==> src/rtl/vc_queue_if.sv <==
// Handshake bundle for vc_queue: one shared enqueue port carrying a VC id,
// per-VC dequeue strobes/ready/head data, per-VC occupancy and the sticky
// protocol-error flag.
//   master : drives enq_en/enq_vc/enq_msg/deq_en, observes the rest
//   slave  : the queue itself
interface vc_queue_if #(
  parameter int unsigned data_width  = 32,
  parameter int unsigned num_entries = 2,
  parameter int unsigned num_vcs     = 2,
  parameter int unsigned count_width = $clog2(num_entries + 1),
  parameter int unsigned vc_width    = (num_vcs == 1) ? 1 : $clog2(num_vcs)
);
  logic                              enq_en;
  logic [vc_width-1:0]               enq_vc;
  logic [data_width-1:0]             enq_msg;
  logic [num_vcs-1:0]                enq_rdy;
  logic [num_vcs-1:0]                deq_en;
  logic [num_vcs-1:0]                deq_rdy;
  logic [num_vcs*data_width-1:0]     deq_msg;
  logic [num_vcs*count_width-1:0]    count;
  logic                              ovf_err;

  modport master (
    output enq_en, enq_vc, enq_msg, deq_en,
    input  enq_rdy, deq_rdy, deq_msg, count, ovf_err
  );

  modport slave (
    input  enq_en, enq_vc, enq_msg, deq_en,
    output enq_rdy, deq_rdy, deq_msg, count, ovf_err
  );
endinterface

==> src/rtl/vc_queue.sv <==
// Multi-VC register FIFO for router input ports. num_vcs independent circular
// buffers of num_entries words, one shared enqueue port (with VC id) and
// per-VC dequeue. mode: 0 normal, 1 pipe (full VC accepts while dequeued),
// 2 bypass (empty VC forwards enq_msg combinationally). ovf_err is sticky
// until reset.
// Ports:
//   clk   : rising-edge clock
//   reset : asynchronous, active-low
//   q     : vc_queue_if slave (enq_en/enq_vc/enq_msg/enq_rdy, deq_en/deq_rdy/
//           deq_msg, count, ovf_err)
module vc_queue #(
  parameter int unsigned data_width  = 32,
  parameter int unsigned num_entries = 2,
  parameter int unsigned num_vcs     = 2,
  parameter int unsigned mode        = 0,
  parameter int unsigned count_width = $clog2(num_entries + 1),
  parameter int unsigned vc_width    = (num_vcs == 1) ? 1 : $clog2(num_vcs)
) (
  input  logic        clk,
  input  logic        reset,
  vc_queue_if.slave   q
);

  typedef enum logic [1:0] {
    MODE_NORMAL = 2'd0,
    MODE_PIPE   = 2'd1,
    MODE_BYPASS = 2'd2
  } mode_e;

  localparam int unsigned ptr_width   = (num_entries > 1) ? $clog2(num_entries) : 1;
  localparam bit          pipe_mode   = (mode == int'(MODE_PIPE));
  localparam bit          bypass_mode = (mode == int'(MODE_BYPASS));

  logic [data_width-1:0]  mem     [num_vcs][num_entries];
  logic [ptr_width-1:0]   enq_ptr [num_vcs];
  logic [ptr_width-1:0]   deq_ptr [num_vcs];
  logic [count_width-1:0] cnt     [num_vcs];
  logic                   ovf;

  logic [vc_width-1:0] vc_sel;
  logic                vc_ok;
  logic [num_vcs-1:0]  hit, empty, full;
  logic [num_vcs-1:0]  enq_rdy_i, deq_rdy_i;
  logic [num_vcs-1:0]  enq_acc, deq_acc, thru, wr, rd;
  logic                err;

  function automatic logic [ptr_width-1:0] adv(input logic [ptr_width-1:0] p);
    return (32'(p) == num_entries - 1) ? '0 : p + ptr_width'(1);
  endfunction

  always_comb begin
    vc_sel    = q.enq_vc;
    vc_ok     = 32'(vc_sel) < num_vcs;
    hit       = '0;
    empty     = '0;
    full      = '0;
    enq_rdy_i = '0;
    deq_rdy_i = '0;
    enq_acc   = '0;
    deq_acc   = '0;
    thru      = '0;
    wr        = '0;
    rd        = '0;
    for (int unsigned v = 0; v < num_vcs; v++) begin
      hit[v]       = q.enq_en && vc_ok && (32'(vc_sel) == v);
      empty[v]     = (cnt[v] == '0);
      full[v]      = (cnt[v] == count_width'(num_entries));
      enq_rdy_i[v] = !full[v] || (pipe_mode && q.deq_en[v]);
      deq_rdy_i[v] = !empty[v] || (bypass_mode && hit[v]);
      enq_acc[v]   = hit[v] && enq_rdy_i[v];
      deq_acc[v]   = q.deq_en[v] && deq_rdy_i[v];
      // Bypass on an empty VC: the word goes straight out, storage untouched.
      thru[v]      = bypass_mode && empty[v] && enq_acc[v] && deq_acc[v];
      wr[v]        = enq_acc[v] && !thru[v];
      rd[v]        = deq_acc[v] && !thru[v];
    end
    // Any enqueue strobe not accepted (bad VC id or not ready) is an error.
    err = (q.enq_en && !(|enq_acc)) || (|(q.deq_en & ~deq_rdy_i));
  end

  always_comb begin
    q.enq_rdy = enq_rdy_i;
    q.deq_rdy = deq_rdy_i;
    q.ovf_err = ovf;
    q.deq_msg = '0;
    q.count   = '0;
    for (int unsigned v = 0; v < num_vcs; v++) begin
      q.deq_msg[v*data_width +: data_width] =
        (bypass_mode && empty[v]) ? q.enq_msg : mem[v][deq_ptr[v]];
      q.count[v*count_width +: count_width] = cnt[v];
    end
  end

  always_ff @(posedge clk or negedge reset) begin
    if (!reset) begin
      ovf <= 1'b0;
      for (int unsigned v = 0; v < num_vcs; v++) begin
        enq_ptr[v] <= '0;
        deq_ptr[v] <= '0;
        cnt[v]     <= '0;
      end
    end else begin
      if (err) ovf <= 1'b1;
      for (int unsigned v = 0; v < num_vcs; v++) begin
        if (wr[v]) enq_ptr[v] <= adv(enq_ptr[v]);
        if (rd[v]) deq_ptr[v] <= adv(deq_ptr[v]);
        if (wr[v] && !rd[v])      cnt[v] <= cnt[v] + count_width'(1);
        else if (rd[v] && !wr[v]) cnt[v] <= cnt[v] - count_width'(1);
      end
    end
  end

  always_ff @(posedge clk) begin
    for (int unsigned v = 0; v < num_vcs; v++) begin
      if (wr[v]) mem[v][enq_ptr[v]] <= q.enq_msg;
    end
  end

endmodule

==> src/flat_wrapper.sv <==
// flat-port wrapper written by rule: the top's interface ports become plain ports
module vc_queue_flat 
#(
  parameter int unsigned data_width  = 32,
  parameter int unsigned num_entries = 2,
  parameter int unsigned num_vcs     = 2,
  parameter int unsigned mode        = 0,
  parameter int unsigned count_width = $clog2(num_entries + 1),
  parameter int unsigned vc_width    = (num_vcs == 1) ? 1 : $clog2(num_vcs)
)
  (clk, reset, q_enq_en, q_enq_vc, q_enq_msg, q_deq_en, q_enq_rdy, q_deq_rdy, q_deq_msg, q_count, q_ovf_err);
  vc_queue_if #(.data_width(data_width), .num_entries(num_entries), .num_vcs(num_vcs), .count_width(count_width), .vc_width(vc_width)) q_i ();
  input  logic clk;
  input  logic reset;
  input wire logic [$bits(q_i.enq_en)-1:0] q_enq_en;
  input wire logic [$bits(q_i.enq_vc)-1:0] q_enq_vc;
  input wire logic [$bits(q_i.enq_msg)-1:0] q_enq_msg;
  input wire logic [$bits(q_i.deq_en)-1:0] q_deq_en;
  output wire logic [$bits(q_i.enq_rdy)-1:0] q_enq_rdy;
  output wire logic [$bits(q_i.deq_rdy)-1:0] q_deq_rdy;
  output wire logic [$bits(q_i.deq_msg)-1:0] q_deq_msg;
  output wire logic [$bits(q_i.count)-1:0] q_count;
  output wire logic [$bits(q_i.ovf_err)-1:0] q_ovf_err;
  assign q_i.enq_en = q_enq_en;
  assign q_i.enq_vc = q_enq_vc;
  assign q_i.enq_msg = q_enq_msg;
  assign q_i.deq_en = q_deq_en;
  assign q_enq_rdy = q_i.enq_rdy;
  assign q_deq_rdy = q_i.deq_rdy;
  assign q_deq_msg = q_i.deq_msg;
  assign q_count = q_i.count;
  assign q_ovf_err = q_i.ovf_err;
  vc_queue #(.data_width(data_width), .num_entries(num_entries), .num_vcs(num_vcs), .mode(mode), .count_width(count_width), .vc_width(vc_width)) u_core (.clk(clk), .reset(reset), .q(q_i));
endmodule
==> config.mk <==
export PLATFORM = sky130hd
export DESIGN_NAME = vc_queue_flat
export DESIGN_NICKNAME = d
export VERILOG_FILES = /design/src/rtl/vc_queue_if.sv /design/src/rtl/vc_queue.sv /design/src/flat_wrapper.sv
export SDC_FILE = /design/constraint.sdc
export NUM_CORES = 1
export LEC_CHECK = 0
export CAP_MARGIN = 10
export CORE_MARGIN = 2
export CORE_UTILIZATION = 30
export CTS_BUF_LIST = sky130_fd_sc_hd__clkbuf_4 sky130_fd_sc_hd__clkbuf_8
export DETAILED_ROUTE_END_ITERATION = 8
export DONT_BUFFER_PORTS = 1
export PLACE_DENSITY = 0.48
export SYNTH_ARGS = -nofsm -noshare
export SYNTH_HDL_FRONTEND = slang
export SYNTH_SLANG_ARGS = --single-unit
==> constraint.sdc <==
create_clock -name clk -period 2.9 [get_ports clk]
set_input_delay 0.29 -clock clk [delete_from_list [all_inputs] [get_ports clk]]
set_output_delay 0.29 -clock clk [all_outputs]
set_load 0.02 [all_outputs]
After elaboration in Yosys (flattened, before gate mapping)

Memories as Yosys holds them, arrays and structs flattened.
Cells that the tools add are included.
Widths: inputs -> output; s select.

Flip-flop bits (word level): 9
RAM bits: 128
Input bits: 38
Output and inout port bits: 73
Word-level logic and storage cells: 86
Memories kept: 1

$add $sub $neg: 8
Magnitude comparators: 6
Equal/unequal tests: 2
Muxes and demuxes: 25
Bitwise gates (word level): 7
Reductions and logical operators: 30

Memories:

| name       | depth | bits a word | read ports | clocked after Yosys merged registers in | write ports | RTL line       | source |
|---|---|---|---|---|---|---|---|
| u_core.mem | 2     | 64          | 2          | 0                                       | 1           | vc_queue.sv:34 | `logic [data_width-1:0] mem [num_vcs][num_entries];` |

Operators with widths:

| cell                | count |
|---|---|
| $mux 32             | 8 |
| $mux 64             | 4 |
| $demux 32 s1        | 2 |
| $reduce_or 64->1    | 1 |
| $logic_and 1x1->1   | 13 |
| $logic_not 1->1     | 9 |
| $ge 2x2->1 const B  | 4 |
| $mux 2              | 4 |
| $not 1->2           | 4 |
| $mux 1              | 7 |
| $add 1x1->1 const B | 4 |
| $add 2x1->2 const B | 2 |
| $eq 2x2->1 const B  | 2 |
| $logic_not 2->1     | 2 |
| $lt 2x1->1 const B  | 2 |
| $reduce_bool 2->1   | 2 |
| $reduce_or 2->1     | 2 |
| $sub 2x1->2 const B | 2 |
| $and 2x2->2         | 1 |
| $not 2->2           | 1 |
| $logic_or 1x1->1    | 1 |
| $not 1->1           | 1 |

Longest topological paths before layout

Gate-level depths: netlist (run 1).

Word-level depth: 8
Depth in mapped cells: 7
Mapped depth without buffers: 7

Worst setup path after synthesis (run 1)

Ideal clock, no wire load.

Path type: register to register
From: register u_core.cnt, in the netlist u_core.q.count[0]
To: memory u_core.mem[0][32] (netlist bit) (enable)
Setup time: 421 ps
Arrival time: 2,240 ps
Required time: 2,479 ps
Slack: 239 ps
Stages on the path, launching flop included: 4
Buffers on the path: 0
Period minus slack after synthesis: 2,661 ps
Cells stage by stage: dfrtp_1 -> nand2b_4 -> nand3b_2 -> nor2_1

Word-level cells in the longest chain between the ends: 6

Ends and longest elaborated chain:

| item                            | RTL line           | source |
|---|---|---|
| start, declared                 | vc_queue.sv:37     | `logic [count_width-1:0] cnt [num_vcs];` |
| start signal, assigned by index | vc_queue.sv:107    | `if (wr[v] && !rd[v]) cnt[v] <= cnt[v] + count_width'(1);` |
| start signal, assigned by index | vc_queue.sv:108    | `else if (rd[v] && !wr[v]) cnt[v] <= cnt[v] - count_width'(1);` |
| $eq 2x2->1                      | vc_queue.sv:67     | `full[v] = (cnt[v] == count_width'(num_entries));` |
| $logic_not 1->1                 | vc_queue.sv:68     | `enq_rdy_i[v] = !full[v] \|\| (pipe_mode && q.deq_en[v]);` |
| net q_enq_rdy[0]                | flat_wrapper.sv:19 | `output wire logic [$bits(q_i.enq_rdy)-1:0] q_enq_rdy;` |
| $logic_and 1x1->1               | vc_queue.sv:70     | `enq_acc[v] = hit[v] && enq_rdy_i[v];` |
| $mux 1                          | vc_queue.sv:115    | `if (wr[v]) mem[v][enq_ptr[v]] <= q.enq_msg;` |
| $mux 64 (implied by the code)   | vc_queue.sv:115    |  |
| $mux 64 (no source line)        | -                  |  |
| end, declared                   | vc_queue.sv:34     |  |

The timed path passes the listed nets, and every way through them passes these cells.

Worst setup path after layout (run 1)

From: register u_core.deq_ptr[1] (netlist bit)
To: output port q_deq_msg[11]

Word-level cells in the longest chain between the ends: 4

Ends and longest elaborated chain:

| item                                        | RTL line           | source |
|---|---|---|
| start, declared                             | vc_queue.sv:36     | `logic [ptr_width-1:0] deq_ptr [num_vcs];` |
| start signal, assigned by index             | vc_queue.sv:106    | `if (rd[v]) deq_ptr[v] <= adv(deq_ptr[v]);` |
| $not 1->2 (implied by the code)             | vc_queue.sv:89     | `(bypass_mode && empty[v]) ? q.enq_msg : mem[v][deq_ptr[v]];` |
| $mux 32 (implied by the code) (3 in series) | vc_queue.sv:89     |  |
| end, declared                               | flat_wrapper.sv:21 | `output wire logic [$bits(q_i.deq_msg)-1:0] q_deq_msg;` |

No other way between the ends. The select of a mux whose other input is x is not followed.

==> metrics.md, run 1 <==
| Metric | Value |
|---|---|
| Total number of vias | `roughly 2300` |
| Cells after Synth | `242` |
| Endpoint class of the critical path | `output port` |
| Crit-path max cell delay | `0.96 ns` |
| Period minus WS final | `~2.2 ns` |
| CP startpoint | `u_core.deq_ptr[1]$_DFFE_PN0P_` |
| DR pass1 iterations | `6` |
| ANT cells | `0` |
| Final setup vio count | `0` |
| Skew final | `between 0.008 and 0.009 ns` |
| Netlist cell types | `20` |
| Pwr Total | `5842 uW` |
| Met3 WL post-DR | `839 um` |
| Worst-path clk slew | `0.07 ns` |
| Row cnt | `47` |
| Worst slew margin | `roughly two fifths` |
| Worst r2r dst | `u_core.mem[0][70]$_DFFE_PP_` |
| Avg Cell Area, Syn | `21.17 sq um` |
| WP data required | `2.61 ns` |
| Comb pwr share | `about a quarter` |
| Remaining global-route overflow | `0` |
| Placer Congestion | `0.6476` |
| Core box area | `16640 sq um` |
| Net Sw Frac | `approximately a third` |
| WP data arrival | `1.91 ns` |
| Die area | `about 18000 sq um` |
| Syn Nets | `282` |
| Async SR Flop Fraction | `under 10%` |
| Post-cts repair resize count | `0` |
| Post-synth top area cell | `edfxtp_1` |
| TritonCTS Sinks | `roughly 140` |
| Cell Chain, Critical Path | `mux2_2` |
| EDFF count, synth | `128` |
| Antenna violations before repair | `0` |
| CP max FO | `33` |
| DR WL/cell | `19.12 um` |
| CTS root buffer | `clkbuf_8` |
| Unrepaired setup endpoints after global routing | `false` |
| Fin. Hold Viols | `0` |
| Hold crit path type | `input port to register` |
| DP HPWL | `6.264 mm` |
| Post-layout util | `37.10%` |
| Type of origin of the critical path | `register` |
| Final Slew Violations | `0` |
| Worst hold path startpoint | `q_deq_en[0]` |
| Max Root-Sink Buffers | `2` |
| Pin count of the biggest net entering global routing | `34` |
| Vias in the first global route | `2497` |
| Hold Path Sink | `u_core.deq_ptr[1]$_DFFE_PN0P_` |
| Initial Util | `about 31%` |
| DRT iter0 DRCs | `66` |
| R2R depth | `4` |
| Fin nets | `roughly 330` |
| Worst path slowest cell | `dfrtp_2` |
| H-tree Lvls | `4` |
| Setup CP Type | `register to output port` |
| Area grow syn2layout | `20.51%` |
| Worst VDD drop | `534.7 uV` |
| Psw | `1963 uW` |
| Max Cap Viol | `0` |
| Chip Width | `134.7 um` |
| Gr usage total | `a little under an eighth` |
| Post-CTS Setup Inserts | `0` |
| Leading register cell type out of synthesis | `edfxtp_1` |
| Top post-synthesis cells by count | `edfxtp_1, mux2_2, dfrtp_1, buf_6` |
| Share of power burned in registers | `48.3%` |
| Critical path buffers and inverters | `0` |
| Later-pin clock latency in the skew report | `0.43 ns` |
| Lkg Pwr | `slightly above 0.002 uW` |
| Fmax | `454.2 MHz` |
| Top cell type's share of synthesized area | `about three quarters` |
| CP top delay family | `flip-flops` |
| Yosys reg bits | `137` |
| Syn Std Cell Area | `slightly above 5000 sq um` |
| Count of input and output buffers | `0` |
| Reg2reg start | `u_core.q.count[2]$_DFFE_PN0P_` |
| Outcome | `finished clean` |
| Final WL | `10.06 mm` |
| Synth area leaders | `edfxtp_1, mux2_2, dfrtp_1` |
| DRT met1 WL | `between 4 and 5 mm` |
| Crit share post-route | `75.92%` |
| First-pass GRT wire length | `15.32 mm` |
| Met2 routed WL | `4.642 mm` |
| Max Used Layer | `met4` |
| Hold path cells | `2` |
| Internal cell power | `3879 uW` |
| Residual DRC count | `0` |
| Setup TNS | `0 ns` |
| Via density per instance | `between 4 and 5` |
| Clock Power Share | `26.4%` |
| Cell Pwr Density | `946.1 nW/um^2` |
| Die height | `134.7 um` |
| Fraction of layout cells with a size suffix above 1 | `36.93%` |
| FF-to-FF setup slack | `0.90 ns` |
| Inserted Clock Buffers | `17` |
| Worst-Margin Slew | `0.8992 ns` |
| I/O Pins | `111` |
| Top-count cell post-synth | `edfxtp_1` |
| Antenna-violating nets left | `0` |
| CTS tree | `yes` |
| Synth warn | `0` |
| Seq/Total Area, Yosys | `a little under 80%` |
logic make-up after synthesis:
logic type	after synthesis	share of synthesized area [%]
AND/OR/NAND/NOR	14	1.880
multiplexers	65	14.29
flip-flops	137	79.41
AO/OA/AOI/OAI	2	0.2686
buffers and inverters	12	1.807
adder cells (fa/ha/maj)	2	0.4883
XOR/XNOR	10	1.856
what timing repair did:
item                                    CTS  global route
endpoints found under the setup margin    0             0
hold endpoints to repair                139             0
hold buffers                             36             0
power by group through the flow:
stage	Combinational, uW	Clock (uW)	Sequential, uW
4_1_cts	1510	1610	2840
3_5_place_dp	1440	0	2880
5_1_grt	1570	1680	2880
2_1_floorplan	1410	0	2640
3_3_place_gp	1440	0	2870
6_report	1470	1540	2820
how the worst max path moves through the flow:
stage	end	slack, ns	cells after the start
after floorplan	u_core.mem[0][32]$_DFFE_PP_	0.24	3
after global placement	u_core.mem[0][67]$_DFFE_PP_	0.89	4
after detailed placement	u_core.mem[0][70]$_DFFE_PP_	0.87	4
after CTS	q_deq_msg[4]	0.60	1
after global routing	q_deq_msg[4]	0.57	1
final	q_deq_msg[11]	0.70	1
state kept, by name (all words and copies together), names as in the netlist:
name              cells
u_core.mem          128
u_core.q.ovf_err      1
u_core.deq_ptr        2
u_core.enq_ptr        2
u_core.q.count        4
per-stage QoR:
stage	setup WS, ns	hold slack (ns)	instance area [sq um]	instances
2_1_floorplan	0.2386	-0.005591	5124	242
3_3_place_gp	0.8870	-0.005326	5415	458
3_5_place_dp	0.8744	-0.005314	5415	458
4_1_cts	0.6037	0.02042	6175	526
5_1_grt	0.5736	0.04642	6175	526
6_report	0.6985	0.07870	6175	526
area by class of cell:
type | instances | area, sq um
tap | 220 | 275.3
fill | 1560 | 10470
sequential | 137 | 4071
multi-input combinational | 93 | 973.4
clock inverter | 11 | 122.6
clock buffer | 21 | 276.5
inverter | 4 | 15.01
timing repair buffer | 40 | 440.4
metal layers:
layer / track usage (%) / up-vias
met5: 0 / -
met4: 5.439 / 0
met1: 14.19 / 1158
met2: 17.85 / 83
li1: - / 1039
met3: 5.856 / 14
placed cells by master, fill, tap and decap left out, types with 2 or more instances in the layout:
cell           synthesis  routed
clkinvlp_4             0       4
xor2_1                 4       4
dlygate4sd3_1          0      36
edfxtp_1             128     128
inv_1                  3       3
dfrtp_2                0       2
clkbuf_8               0      19
buf_12                 0       4
and2_2                 0       2
xnor2_1                5       5
clkinv_2               0       3
dfrtp_1                9       7
nand2b_4               2       2
ha_1                   2       2
nor2_1                 5       4
nand2_1                2       2
clkbuf_4               0       2
bufinv_16              0       2
mux2_2                65      65
Power figures use the tool's default switching activity.
==> run 2, diff against run 1 <==
==> constraint.sdc (replaced) <==
create_clock -name clk -period 2.1 [get_ports clk]
set_input_delay 0.21 -clock clk [delete_from_list [all_inputs] [get_ports clk]]
set_output_delay 0.21 -clock clk [all_outputs]
set_load 0.02 [all_outputs]
==> run 2 against run 1 <==
Highest routed layer unchanged; wire length is 4.4% lower; worst setup slack worse by 0.56 ns; clock skew is 0.0018 ns higher; sequential power is 31% higher.
==> metrics.md, run 2 (synthesis gave the netlist of run 1 again) <==
| Metric | Value |
|---|---|
| Outcome | `finished clean` |
| Fin. Hold Viols | `0` |
| Row cnt | `47` |
| Count of input and output buffers | `0` |
| Post-place setup slack | `0.2935 ns` |
| ANT cells | `0` |
| DR pass1 iterations | `4` |
| Crit-path max cell delay | `0.63 ns` |
| Final WL | `around 9.6 mm` |
| Fillers | `1541` |
| Unrepaired setup endpoints after global routing | `false` |
| Worst slew margin | `approximately 70%` |
| TritonCTS Sinks | `137` |
| Area of the multi-input gates | `973.4 sq um` |
| Post-CTS Setup Inserts | `0` |
| Reg2reg start | `u_core.q.count[2]$_DFFE_PN0P_` |
| Commonest cells after routing, fill and taps aside | `edfxtp_1, mux2_2, dlygate4sd3_1` |
| Max Cap Viol | `0` |
| Chip Width | `134.7 um` |
| CP startpoint | `u_core.deq_ptr[0]$_DFFE_PN0P_` |
| Commonest non-fill, non-tap cell in the layout | `edfxtp_1` |
| Fraction of layout cells with a size suffix above 1 | `a little under two fifths` |
| H-tree Lvls | `4` |
| Type of origin of the critical path | `register` |
| CP top delay family | `flip-flops` |
| Inserted Clock Buffers | `17` |
| Residual DRC count | `0` |
| Cell Chain, Critical Path | `buf_12 > mux2_2` |
| Die area | `18140 sq um` |
| CTS tree | `yes` |
| Worst-path clk slew | `about 0.080 ns` |
| Antenna-violating nets left | `0` |
| Critical path buffers and inverters | `1` |
| Period minus WS final | `1.957 ns` |
| Antenna violations before repair | `0` |
| Via density per instance | `4.291` |
| Worst hold path startpoint | `q_enq_vc` |
| Worst path slowest cell | `dfrtp_2` |
| Remaining global-route overflow | `0` |
| Cell Pwr Density | `approximately 1300 nW/um^2` |
| WP data arrival | `1.75 ns` |
| Later-pin clock latency in the skew report | `roughly 0.43 ns` |
| Max reg flops | `128` |
| CP max FO | `18` |
| I/O Pins | `111` |
| WP data required | `1.89 ns` |
| DRT iter0 DRCs | `146` |
| Lkg Pwr | `0.002071 uW` |
| DP HPWL | `6.224 mm` |
| Crit share post-route | `93.19%` |
| Vias in the first global route | `2527` |
| First-pass GRT wire length | `between 10 and 15 mm` |
| Final Slew Violations | `0` |
| Fmax | `511.0 MHz` |
| Placer Congestion | `0.6332` |
| Worst VDD drop | `~740 uV` |
| Max Root-Sink Buffers | `2` |
| Gr usage total | `roughly 11%` |
| Initial Util | `30.79%` |
| Core box area | `16640 sq um` |
| Setup ws final | `0.1430 ns` |
| Hold crit path type | `input port to register` |
| Skew final | `0.01020 ns` |
| Area grow syn2layout | `21.39%` |
| Total number of vias | `~2300` |
| DR WL/cell | `18.04 um` |
| Endpoint class of the critical path | `output port` |
| CTS root buffer | `clkbuf_8` |
| Pwr Total | `8218 uW` |
| Fin nets | `341` |
| Pin count of the biggest net entering global routing | `19` |
| Worst-Margin Slew | `~0.43 ns` |
| Reg area | `4071 sq um` |
| Final setup vio count | `0` |
| Die height | `134.7 um` |
| Setup CP Type | `register to output port` |
==> run 2: final timing paths <==
kind                                                  to  slack [ns]  cells after the start
setup / recovery                           q_deq_msg[47]        0.14                      2
hold / removal             u_core.enq_ptr[1]$_DFFE_PN0P_        0.04                      2
setup reg to reg             u_core.mem[0][99]$_DFFE_PP_        0.31                      4
hold reg to reg            u_core.enq_ptr[0]$_DFFE_PN0P_        0.51                      1
max in group asynchronous  u_core.deq_ptr[1]$_DFFE_PN0P_        1.63                      1
min in group asynchronous   u_core.q.ovf_err$_DFFE_PN0P_        0.15                      1
==> run 2: metrics by stage <==
step           hold WS [ns]  instance area (sq um)  setup TNS, ns  utilization [%]  instances
3_3_place_gp       -0.08532                   5430              0            32.63        465
6_report            0.04285                   6220              0            37.37        533
2_1_floorplan      -0.08559                   5130         -1.074                -        242
5_1_grt            0.006609                   6220              0            37.37        533
4_1_cts            0.002306                   6220              0            37.37        533
3_5_place_dp       -0.08537                   5430              0            32.63        465
==> run 2: power by group <==
group	leakage, uW	internal, uW	switching, uW	total (uW)
registers	0.00127	3420	272	3690
clock network	0.000203	1290	963	2250
logic	0.000598	839	1430	2270
total	0.00207	5550	2670	8220
==> run 2: what timing repair did <==
action	4_1_cts	5_1_grt
resized for setup	0	0
hold buffers	37	0
setup endpoints to repair	0	0
hold endpoints to repair	141	0
==> run 2: layer usage <==
layer	routed length (um)	vias up	part of all wire (%)	global-route usage, %
met3	704	12	7.3	5.405
met1	4246	1133	44	13.58
met5	0	-	0	0
met2	4513	86	47	17.34
li1	-	1056	-	-
met4	149	0	1.5	4.912
==> run 2: final cells by class <==
class / instances / area share [%]
flip-flops and latches: 137 / 65.46
clock buffers: 18 / 3.883
repair buffers: 48 / 7.483
multi-input cells: 93 / 15.65
well taps: 220 / 4.426
clock inverters: 13 / 2.857
inverters: 4 / 0.2414
